<file path="config.mk">
export PLATFORM = sky130hd
export DESIGN_NAME = piece_dispenser
export DESIGN_NICKNAME = d
export VERILOG_FILES = /design/src/rtl/piece_dispenser.sv
export SDC_FILE = /design/constraint.sdc
export NUM_CORES = 1
export LEC_CHECK = 0
export BUFFER_PORTS_ARGS = -buffer_cell sky130_fd_sc_hd__buf_4
export CAP_MARGIN = 20
export CORE_MARGIN = 8
export CORE_UTILIZATION = 58
export CTS_BUF_LIST = sky130_fd_sc_hd__clkbuf_16
export DETAILED_ROUTE_END_ITERATION = 10
export GPL_TIMING_DRIVEN = 1
export PLACE_DENSITY_LB_ADDON = 0.12
export SYNTH_ARGS = -nofsm -noshare
export SYNTH_HDL_FRONTEND = slang
export SYNTH_SLANG_ARGS = --single-unit
</file>
<file path="constraint.sdc">
create_clock -name clk -period 3.3 [get_ports clk]
set_clock_uncertainty 0.2 [all_clocks]
set_input_delay 0.495 -clock clk [delete_from_list [all_inputs] [get_ports clk]]
set_output_delay 0.495 -clock clk [all_outputs]
set_load 0.02 [all_outputs]
</file>
<file path="src/rtl/piece_dispenser.sv">
// ============================================================================
// piece_dispenser : double-buffered consumer of randombag bags with a
//                   valid/take piece interface and a one-ahead preview.
// Revision        : 1.0
// ============================================================================
`default_nettype none

module piece_dispenser #(
  parameter int PIECE_W = 3,
  parameter int BAG_N   = 7,
  parameter int TIMEOUT = 64
) (
  input  logic                       clk,
  input  logic                       nreset,
  output logic                       newbag,
  input  logic                       ready,
  input  logic [PIECE_W*BAG_N-1:0]   pieces,
  input  logic                       take,
  output logic [PIECE_W-1:0]         piece,
  output logic                       piece_valid,
  output logic [PIECE_W-1:0]         preview,
  output logic                       preview_valid,
  output logic [7:0]                 retries
);

  localparam int BAG_W = PIECE_W * BAG_N;
  localparam int IDX_W = $clog2(BAG_N);
  localparam int TMR_W = $clog2(TIMEOUT + 1);
  localparam logic [IDX_W-1:0] LAST_IDX = IDX_W'(BAG_N - 1);
  localparam logic [TMR_W-1:0] TMR_LOAD = TMR_W'(TIMEOUT);

  localparam logic [1:0] S_IDLE = 2'd0;
  localparam logic [1:0] S_REQ  = 2'd1;
  localparam logic [1:0] S_WAIT = 2'd2;

  logic [1:0]       state_q, state_d;
  logic [TMR_W-1:0] timer_q, timer_d;
  logic [7:0]       retries_q, retries_d;
  logic             ready_q;
  logic [BAG_W-1:0] active_q, active_d, pending_q, pending_d;
  logic             active_v_q, active_v_d, pending_v_q, pending_v_d;
  logic [IDX_W-1:0] idx_q, idx_d, next_idx;

  logic cap, last, exhaust, cap_to_active;

  assign cap           = ready & ~ready_q & (state_q == S_WAIT);
  assign last          = (idx_q == LAST_IDX);
  assign exhaust       = take & active_v_q & last;
  assign cap_to_active = ~active_v_q | (exhaust & ~pending_v_q);
  assign next_idx      = last ? idx_q : idx_q + IDX_W'(1);

  // Fetch FSM: state register
  always_ff @(posedge clk or negedge nreset) begin
    if (!nreset) begin
      state_q   <= S_IDLE;
      timer_q   <= '0;
      retries_q <= '0;
    end else begin
      state_q   <= state_d;
      timer_q   <= timer_d;
      retries_q <= retries_d;
    end
  end

  // Fetch FSM: next state; a capture wins over a simultaneous timeout
  always_comb begin
    state_d   = state_q;
    timer_d   = timer_q;
    retries_d = retries_q;
    case (state_q)
      S_IDLE: if (!pending_v_q) state_d = S_REQ;
      S_REQ: begin
        state_d = S_WAIT;
        timer_d = TMR_LOAD;
      end
      S_WAIT: begin
        if (cap) begin
          state_d = S_IDLE;
        end else if (timer_q == '0) begin
          state_d = S_REQ;
          if (retries_q != 8'hFF) retries_d = retries_q + 8'd1;
        end else begin
          timer_d = timer_q - TMR_W'(1);
        end
      end
      default: state_d = S_IDLE;
    endcase
  end

  // Fetch FSM: outputs
  always_comb begin
    newbag  = (state_q == S_REQ);
    retries = retries_q;
  end

  always_ff @(posedge clk or negedge nreset) begin
    if (!nreset) begin
      ready_q     <= 1'b0;
      active_q    <= '0;
      active_v_q  <= 1'b0;
      pending_q   <= '0;
      pending_v_q <= 1'b0;
      idx_q       <= '0;
    end else begin
      ready_q     <= ready;
      active_q    <= active_d;
      active_v_q  <= active_v_d;
      pending_q   <= pending_d;
      pending_v_q <= pending_v_d;
      idx_q       <= idx_d;
    end
  end

  always_comb begin
    active_d    = active_q;
    active_v_d  = active_v_q;
    pending_d   = pending_q;
    pending_v_d = pending_v_q;
    idx_d       = idx_q;
    if (exhaust) begin
      idx_d = '0;
      if (pending_v_q) begin
        active_d    = pending_q;
        pending_v_d = 1'b0;
      end else begin
        active_v_d  = 1'b0;
      end
    end else if (take && active_v_q) begin
      idx_d = idx_q + IDX_W'(1);
    end
    // A capture landing on an exhausting take refills active with no gap
    if (cap) begin
      if (cap_to_active) begin
        active_d   = pieces;
        active_v_d = 1'b1;
        idx_d      = '0;
      end else begin
        pending_d   = pieces;
        pending_v_d = 1'b1;
      end
    end
  end

  always_comb begin
    piece_valid   = active_v_q;
    piece         = active_v_q ? active_q[PIECE_W*int'(idx_q) +: PIECE_W] : '0;
    preview_valid = last ? pending_v_q : active_v_q;
    if (last)
      preview = pending_v_q ? pending_q[PIECE_W-1:0] : '0;
    else
      preview = active_v_q ? active_q[PIECE_W*int'(next_idx) +: PIECE_W] : '0;
  end

endmodule

`default_nettype wire

</file>
==> results.md, run 1 <==
- **Die X** 94.4 µm
- **post-route worst setup slack** 0.101 ns
- **DR WL/cell** 17.0 µm
- **synthesized flop and latch total** 65
- **share of cell area taken by muxes after synthesis** 0.206
- **# Post-CTS Setup Buffers** 0
- **combinational power share** 0.436
- **largest net degree at the start of global routing** 66
- **clock sink count** 65
- **Max clock buf depth** 2
- **VDD IR-drop max** 0.000558 V
- **met1 usage** 0.251
- **switching power total** 1.57 mW
- **clock share of power** 0.233
- **Simple-Gate Fraction of Synth Area** 0.122
- **slew at the pin with the worst max-slew slack** 0.807 ns
- **share of final-layout standard cells stronger than drive strength 1** 0.259
- **shortest period the worst path allows** 3.20 ns
- **slowest stage delay, CP** 0.52 ns
- **adder-cell area share of the yosys netlist** 0.0281
- **most frequently used flop master after synthesis** sky130_fd_sc_hd__dfrtp_1
- **required time worst endpoint** 2.60 ns
- **number of global-route vias before repair** 2633
- **global route hottest layer** met2
- **number of levels the H-tree was split into** 3
- **antenna violations before repair** 0
- **post-synthesis compound-gate area fraction** 0.131
- **total routing usage reported by global routing** 0.183
- **cell-by-cell listing of the critical path** clkinv_1 > ha_1 > nor3b_1 > o311a_1 > o41ai_1 > buf_4
- **count of inserted antenna diode cells** 0
- **total setup violations reported at the end of the flow** 0
- **GR met3 Demand/Resource** 0.0429
- **maximum fanout encountered on the critical timing path** 15
- **Clock Tree Root** sky130_fd_sc_hd__clkbuf_16
- **most common cell after layout, fill and taps aside** sky130_fd_sc_hd__dfrtp_1
- **largest family of logic cells by synthesized area** multiplexers
- **Power Density** 997 mW/mm²
- **area of the core** 0.00592 mm²
- **count of cells resized by post-cts repair** 0
- **final-report hold violation count** 0
- **proportion of power drawn by flip-flops and latches** 0.331
- **drt first pass iters** 5
- **static leakage power** 1.91 nW
- **critical path launch point type** flip-flop
- **Die Area** 0.00891 mm²
- **warning count from the yosys run** 0
- **cell types occupying the most area after synthesis** sky130_fd_sc_hd__dfrtp_1 46%, sky130_fd_sc_hd__mux2i_1 9.8%, sky130_fd_sc_hd__mux2_2 7.6%, sky130_fd_sc_hd__nand2_1 4.4%, sky130_fd_sc_hd__o21ai_0 4.1%
- **Setup WS pre-CTS** 0.482 ns
- **maximum clock rate** 313 MHz
- **Relative slew margins** 0.462
- **area share of the largest cell type after synthesis** 0.456
- **post-synthesis xor/xnor area fraction** 0.0197
- **number of flops mapped to enable cells by yosys** 0
- **sequential element share of the synthesized area** 0.456
- **number of design-rule violations left by the first detailed-router iteration** 113
- **drc violations** 0
- **Internal Pwr Total** 2.66 mW
- **Area Overhead vs Synth** 19.1%
- **Worst setup EP type** output port
- **TritonCTS Buffers** 9
- **net switching fraction of the power** 0.372
- **# rows** 28
- **number of buffers inserted by hold repair at cts** 0
- **R2R depth** 7
- **number of port buffers** 41
- **cell type with the largest total area after synthesis** sky130_fd_sc_hd__dfrtp_1
- **Overflow after GRT** 0
- **first-pass GRT wire length** 13.0 mm
- **HPWL after DPL** 5.19 mm
- **category of the critical setup timing path** flip-flop to output port
- **final sum of negative setup slack** 0 ns
- **number of nets with antenna violations after detailed routing** 0
- **distinct cell type count of the synthesized netlist** 49
- **effective utilization at floorplan** 0.602
- **Syn Area/Cell** 10.6 µm²
- **fraction of registers with async set/reset** 1.00
- **Final Slew Violations** 0
- **commonest cells after routing, fill and taps aside** 65 x sky130_fd_sc_hd__dfrtp_1, 49 x sky130_fd_sc_hd__buf_4, 41 x sky130_fd_sc_hd__nand2_1
- **clock tree from TritonCTS** built
- **synthesized instance count** 335
- **RSZ-0062 raised after global routing** no
- **Max Cap Violations** 0
- **I/O pins** 42
- **overall die height** 94.4 µm
- **vias** 2698
- **routed wire length** 7.69 mm
- **Arrival @ worst endpoint** 2.50 ns
- **Synth Cell Area** 0.00356 mm²
- **Clock Latency Late Sink** 0.32 ns
- **routability cong.** 0.914
- **final critical-path share of the clock period** 0.969
- **clock slew at reported path FFs** 0.05 ns
- **Max stage delay cell, worst path** sky130_fd_sc_hd__ha_1
- **nets in the synthesized netlist** 368
- **Worst Hold Class** input pin to async pin
- **via density per instance** 5.96
- **status** complete, no violations
- **Post-layout nets** 406
- **M2 GR Usage** 0.272
[per-layer routing]
layer | part of all wire | vias up | wire length, µm
met4 | 0.012 | 0 | 93
li1 | - | 1293 | -
met2 | 0.47 | 72 | 3630
met1 | 0.47 | 1324 | 3600
met5 | 0 | - | 0
met3 | 0.048 | 9 | 373
[final timing paths]
path	start	to	slack, ns
max	idx_q[0]	preview[0]	0.10
min	nreset	timer_q[3]	0.06
max reg2reg	idx_q[0]	pending_q[8]	0.99
min reg2reg	retries[6]	retries[6]	0.30
max in group asynchronous	nreset	idx_q[1]	2.31
min in group clk	ready	ready_q	0.10
[area by class of cell]
type | count | area [µm²]
repair buffers | 49 | 368
clock inverters | 7 | 86.3
fillers | 432 | 1680
inverters | 9 | 33.8
flip-flops and latches | 65 | 1630
clock buffers | 9 | 225
well taps | 75 | 93.8
multi-input cells | 239 | 1810
[logic make-up (layout without fill, tap and decap cells)]
| kind of cell | count (synthesis) | after routing |
|---|---|---|
| flip-flops | 65 | 65 |
| multiplexers | 64 | 64 |
| adder cells (fa/ha/maj) | 8 | 8 |
| AND/OR/NAND/NOR | 85 | 85 |
| XOR/XNOR | 8 | 8 |
| AO/OA/AOI/OAI | 74 | 74 |
| buffers and inverters | 31 | 74 |
[power by group through the flow]
stage | registers, mW | clock network (mW) | logic, mW
floorplan | 1.32 | 0 | 1.36
global placement | 1.39 | 0 | 1.77
detailed placement | 1.40 | 0 | 1.82
CTS | 1.40 | 0.997 | 1.84
global route | 1.44 | 1.03 | 2.02
finish | 1.40 | 0.988 | 1.84
[metrics by stage]
step                power, mW  std cells  utilization  cell area (µm²)  hold WS [ns]
finish                   4.23        453        0.717             4250        0.0592
global route             4.50        453        0.717             4250         0.101
CTS                      4.24        453        0.717             4240        0.0976
detailed placement       3.23        437        0.664             3930         0.289
global placement         3.16        437        0.664             3930         0.282
floorplan                2.68        335            -             3560     -0.000591
[sequential cells by signal, indices dropped and copies added (netlist names)]
name / count
timer_q: 7
active_q: 21
pending_v_q: 1
ready_q: 1
idx_q: 3
pending_q: 21
retries: 8
piece_valid: 1
state_q: 2
[synthesized netlist by cell type, types with 4 or more instances]
library cell / number
sky130_fd_sc_hd__mux4_2: 5
sky130_fd_sc_hd__a31oi_1: 5
sky130_fd_sc_hd__xor2_1: 4
sky130_fd_sc_hd__a21oi_1: 10
sky130_fd_sc_hd__mux2i_1: 35
sky130_fd_sc_hd__mux2_2: 24
sky130_fd_sc_hd__dfrtp_1: 65
sky130_fd_sc_hd__nand4_1: 4
sky130_fd_sc_hd__a21o_1: 4
sky130_fd_sc_hd__a22o_1: 5
sky130_fd_sc_hd__nand2b_1: 4
sky130_fd_sc_hd__inv_1: 8
sky130_fd_sc_hd__ha_1: 8
sky130_fd_sc_hd__o31ai_1: 5
sky130_fd_sc_hd__and3_1: 5
sky130_fd_sc_hd__nand2_1: 42
sky130_fd_sc_hd__buf_2: 8
sky130_fd_sc_hd__xnor2_1: 4
sky130_fd_sc_hd__nor2_1: 8
sky130_fd_sc_hd__clkbuf_1: 10
sky130_fd_sc_hd__o21ai_0: 29
[worst max-delay path, delay by kind of cell, from the launching register on]
kind | cells | cell delay [ns]
AOI/OAI and AO/OA | 2 | 0.76
adders and majority gates | 1 | 0.52
DFF | 1 | 0.34
buffers and inverters | 2 | 0.31
and+or+nand+nor | 1 | 0.24
Note: power is estimated with default switching activity, not from simulation.
==> inputs of run 2 (changes only) <==
- RECOVER_POWER: default -> 25
==> results.md, run 2 (same netlist as run 1, synthesis figures left out) <==
- **Arrival @ worst endpoint** 2.49 ns
- **Post-layout nets** 406
- **Max clock buf depth** 2
- **overall die height** 94.4 µm
- **Clock Tree Root** sky130_fd_sc_hd__clkbuf_16
- **Power Density** 1000 mW/mm²
- **# rows** 28
- **violated checks** max-capacitance violations, max-slew violations
- **R2R depth** 7
- **number of design-rule violations left by the first detailed-router iteration** 113
- **number of port buffers** 41
- **effective utilization at floorplan** 0.602
- **most common cell after layout, fill and taps aside** sky130_fd_sc_hd__dfrtp_1
- **total setup violations reported at the end of the flow** 0
- **status** finished, violations left
- **HPWL after DPL** 5.19 mm
- **largest net degree at the start of global routing** 66
- **# Post-CTS Setup Buffers** 0
- **area of the multi-input gates** 0.00181 mm²
- **TritonCTS Buffers** 9
- **number of levels the H-tree was split into** 3
- **category of the critical setup timing path** flip-flop to output port
- **cell-by-cell listing of the critical path** clkinv_1 > ha_1 > nor3b_1 > o311a_1 > o41ai_1 > buf_4
- **Reg2Reg Launch Point** idx_q[0]
- **via density per instance** 5.96
- **Hold Path Depth** 1
- **layout filler cell count** 433
- **final-report hold violation count** 0
- **drc violations** 0
- **final critical-path share of the clock period** 0.964
- **Area Overhead vs Synth** 18.9%
- **maximum clock rate** 314 MHz
- **number of nets with antenna violations after detailed routing** 0
- **vias** 2700
- **routability cong.** 0.914
- **Max stage delay cell, worst path** sky130_fd_sc_hd__ha_1
- **final sum of negative setup slack** 0 ns
- **Clock Latency Late Sink** 0.32 ns
- **crit path launch** idx_q[0]
- **slew at the pin with the worst max-slew slack** 1.58 ns
- **placed cells** 437
- **Overflow after GRT** 0
- **count of inserted antenna diode cells** 0
- **I/O pins** 42
- **area of the core** 0.00592 mm²
- **DR WL/cell** 17.1 µm
- **sequential cell area** 0.00163 mm²
- **static leakage power** 1.90 nW
- **endpoint of the worst-slack reg-to-reg timing path** pending_q[18]
- **antenna violations before repair** 0
- **Final Slew Violations** 66
- **slowest stage delay, CP** 0.53 ns
- **Die Area** 0.00891 mm²
- **filler-free cell count of the finished design** 453
- **critical path launch point type** flip-flop
- **routed wire length** 7.74 mm
- **Worst Hold Class** input pin to flip-flop
- **Post-Route Hold Slack** 0.139 ns
- **termination of the worst setup path** preview[0]
- **maximum fanout encountered on the critical timing path** 15
- **share of final-layout standard cells stronger than drive strength 1** 0.257
- **drt first pass iters** 6
- **final core utilization** 0.716
- **commonest cells after routing, fill and taps aside** 65 x sky130_fd_sc_hd__dfrtp_1, 47 x sky130_fd_sc_hd__buf_4, 41 x sky130_fd_sc_hd__nand2_1
- **VDD IR-drop max** 0.000560 V
- **clock slew at reported path FFs** 0.05 ns
- **clock sink count** 65
- **Max Cap Violations** 1
- **clock tree from TritonCTS** built
- **shortest period the worst path allows** 3.18 ns
- **Worst setup EP type** output port
- **Die X** 94.4 µm
- **first-pass GRT wire length** 13.0 mm
- **Relative slew margins** -0.0551
- **number of global-route vias before repair** 2633
- **RSZ-0062 raised after global routing** no
- **required time worst endpoint** 2.60 ns
- **total routing usage reported by global routing** 0.183
- **R2R setup slack** 0.99 ns
-- run 2: timing repair --
item,4_1_cts,5_1_grt
hold buffers,0,0
hold endpoints to repair,0,0
resized for setup,0,1
setup endpoints to repair,0,1
-- run 2: how the worst min path moves through the flow --
stage | from | end | slack [ns]
floorplan | nreset | active_q[0] | -0.0006
global placement | retries[6] | retries[6] | 0.28
detailed placement | retries[6] | retries[6] | 0.29
CTS | nreset | timer_q[3] | 0.1
global route | ready | ready_q | 0.14
finish | ready | ready_q | 0.14
-- run 2: cell type report --
| cell class | instances | area share |
|---|---|---|
| clock buffer | 9 | 0.0531 |
| clock inverter | 7 | 0.0204 |
| inverter | 9 | 0.00797 |
| multi-input combinational | 239 | 0.427 |
| sequential | 65 | 0.384 |
| tap | 75 | 0.0221 |
| timing repair buffer | 49 | 0.0853 |
-- run 2: metal layers --
metal	wire (µm)	track usage	part of all wire	vias up
met5	0	0	0	-
met4	83	0.0766	0.011	0
met3	407	0.0429	0.053	7
met2	3630	0.272	0.47	78
met1	3610	0.251	0.47	1327
li1	-	-	-	1288
-- run 2: power by group --
group | switching, mW | total (mW) | internal (mW)
sequential | 0.281 | 1.40 | 1.12
clock | 0.336 | 0.990 | 0.654
combinational | 0.963 | 1.85 | 0.886
-- run 2: stage by stage --
| stage | area, µm² | power [mW] | setup WS (ns) |
|---|---|---|---|
| after detailed placement | 3930 | 3.23 | 0.482 |
| after floorplan | 3560 | 2.68 | 0.0457 |
| after CTS | 4240 | 4.24 | 0.113 |
| after global placement | 3930 | 3.16 | 0.540 |
| after global routing | 4240 | 4.50 | 0.0300 |
| final | 4240 | 4.24 | 0.117 |
-- run 2: worst max-delay path: cells and delay by family, from the launching register on --
kind | cells | cell delay [ns]
AO/OA/AOI/OAI | 2 | 0.74
adder cells (fa/ha/maj) | 1 | 0.53
flip-flops | 1 | 0.34
buffers and inverters | 2 | 0.31
AND/OR/NAND/NOR | 1 | 0.24
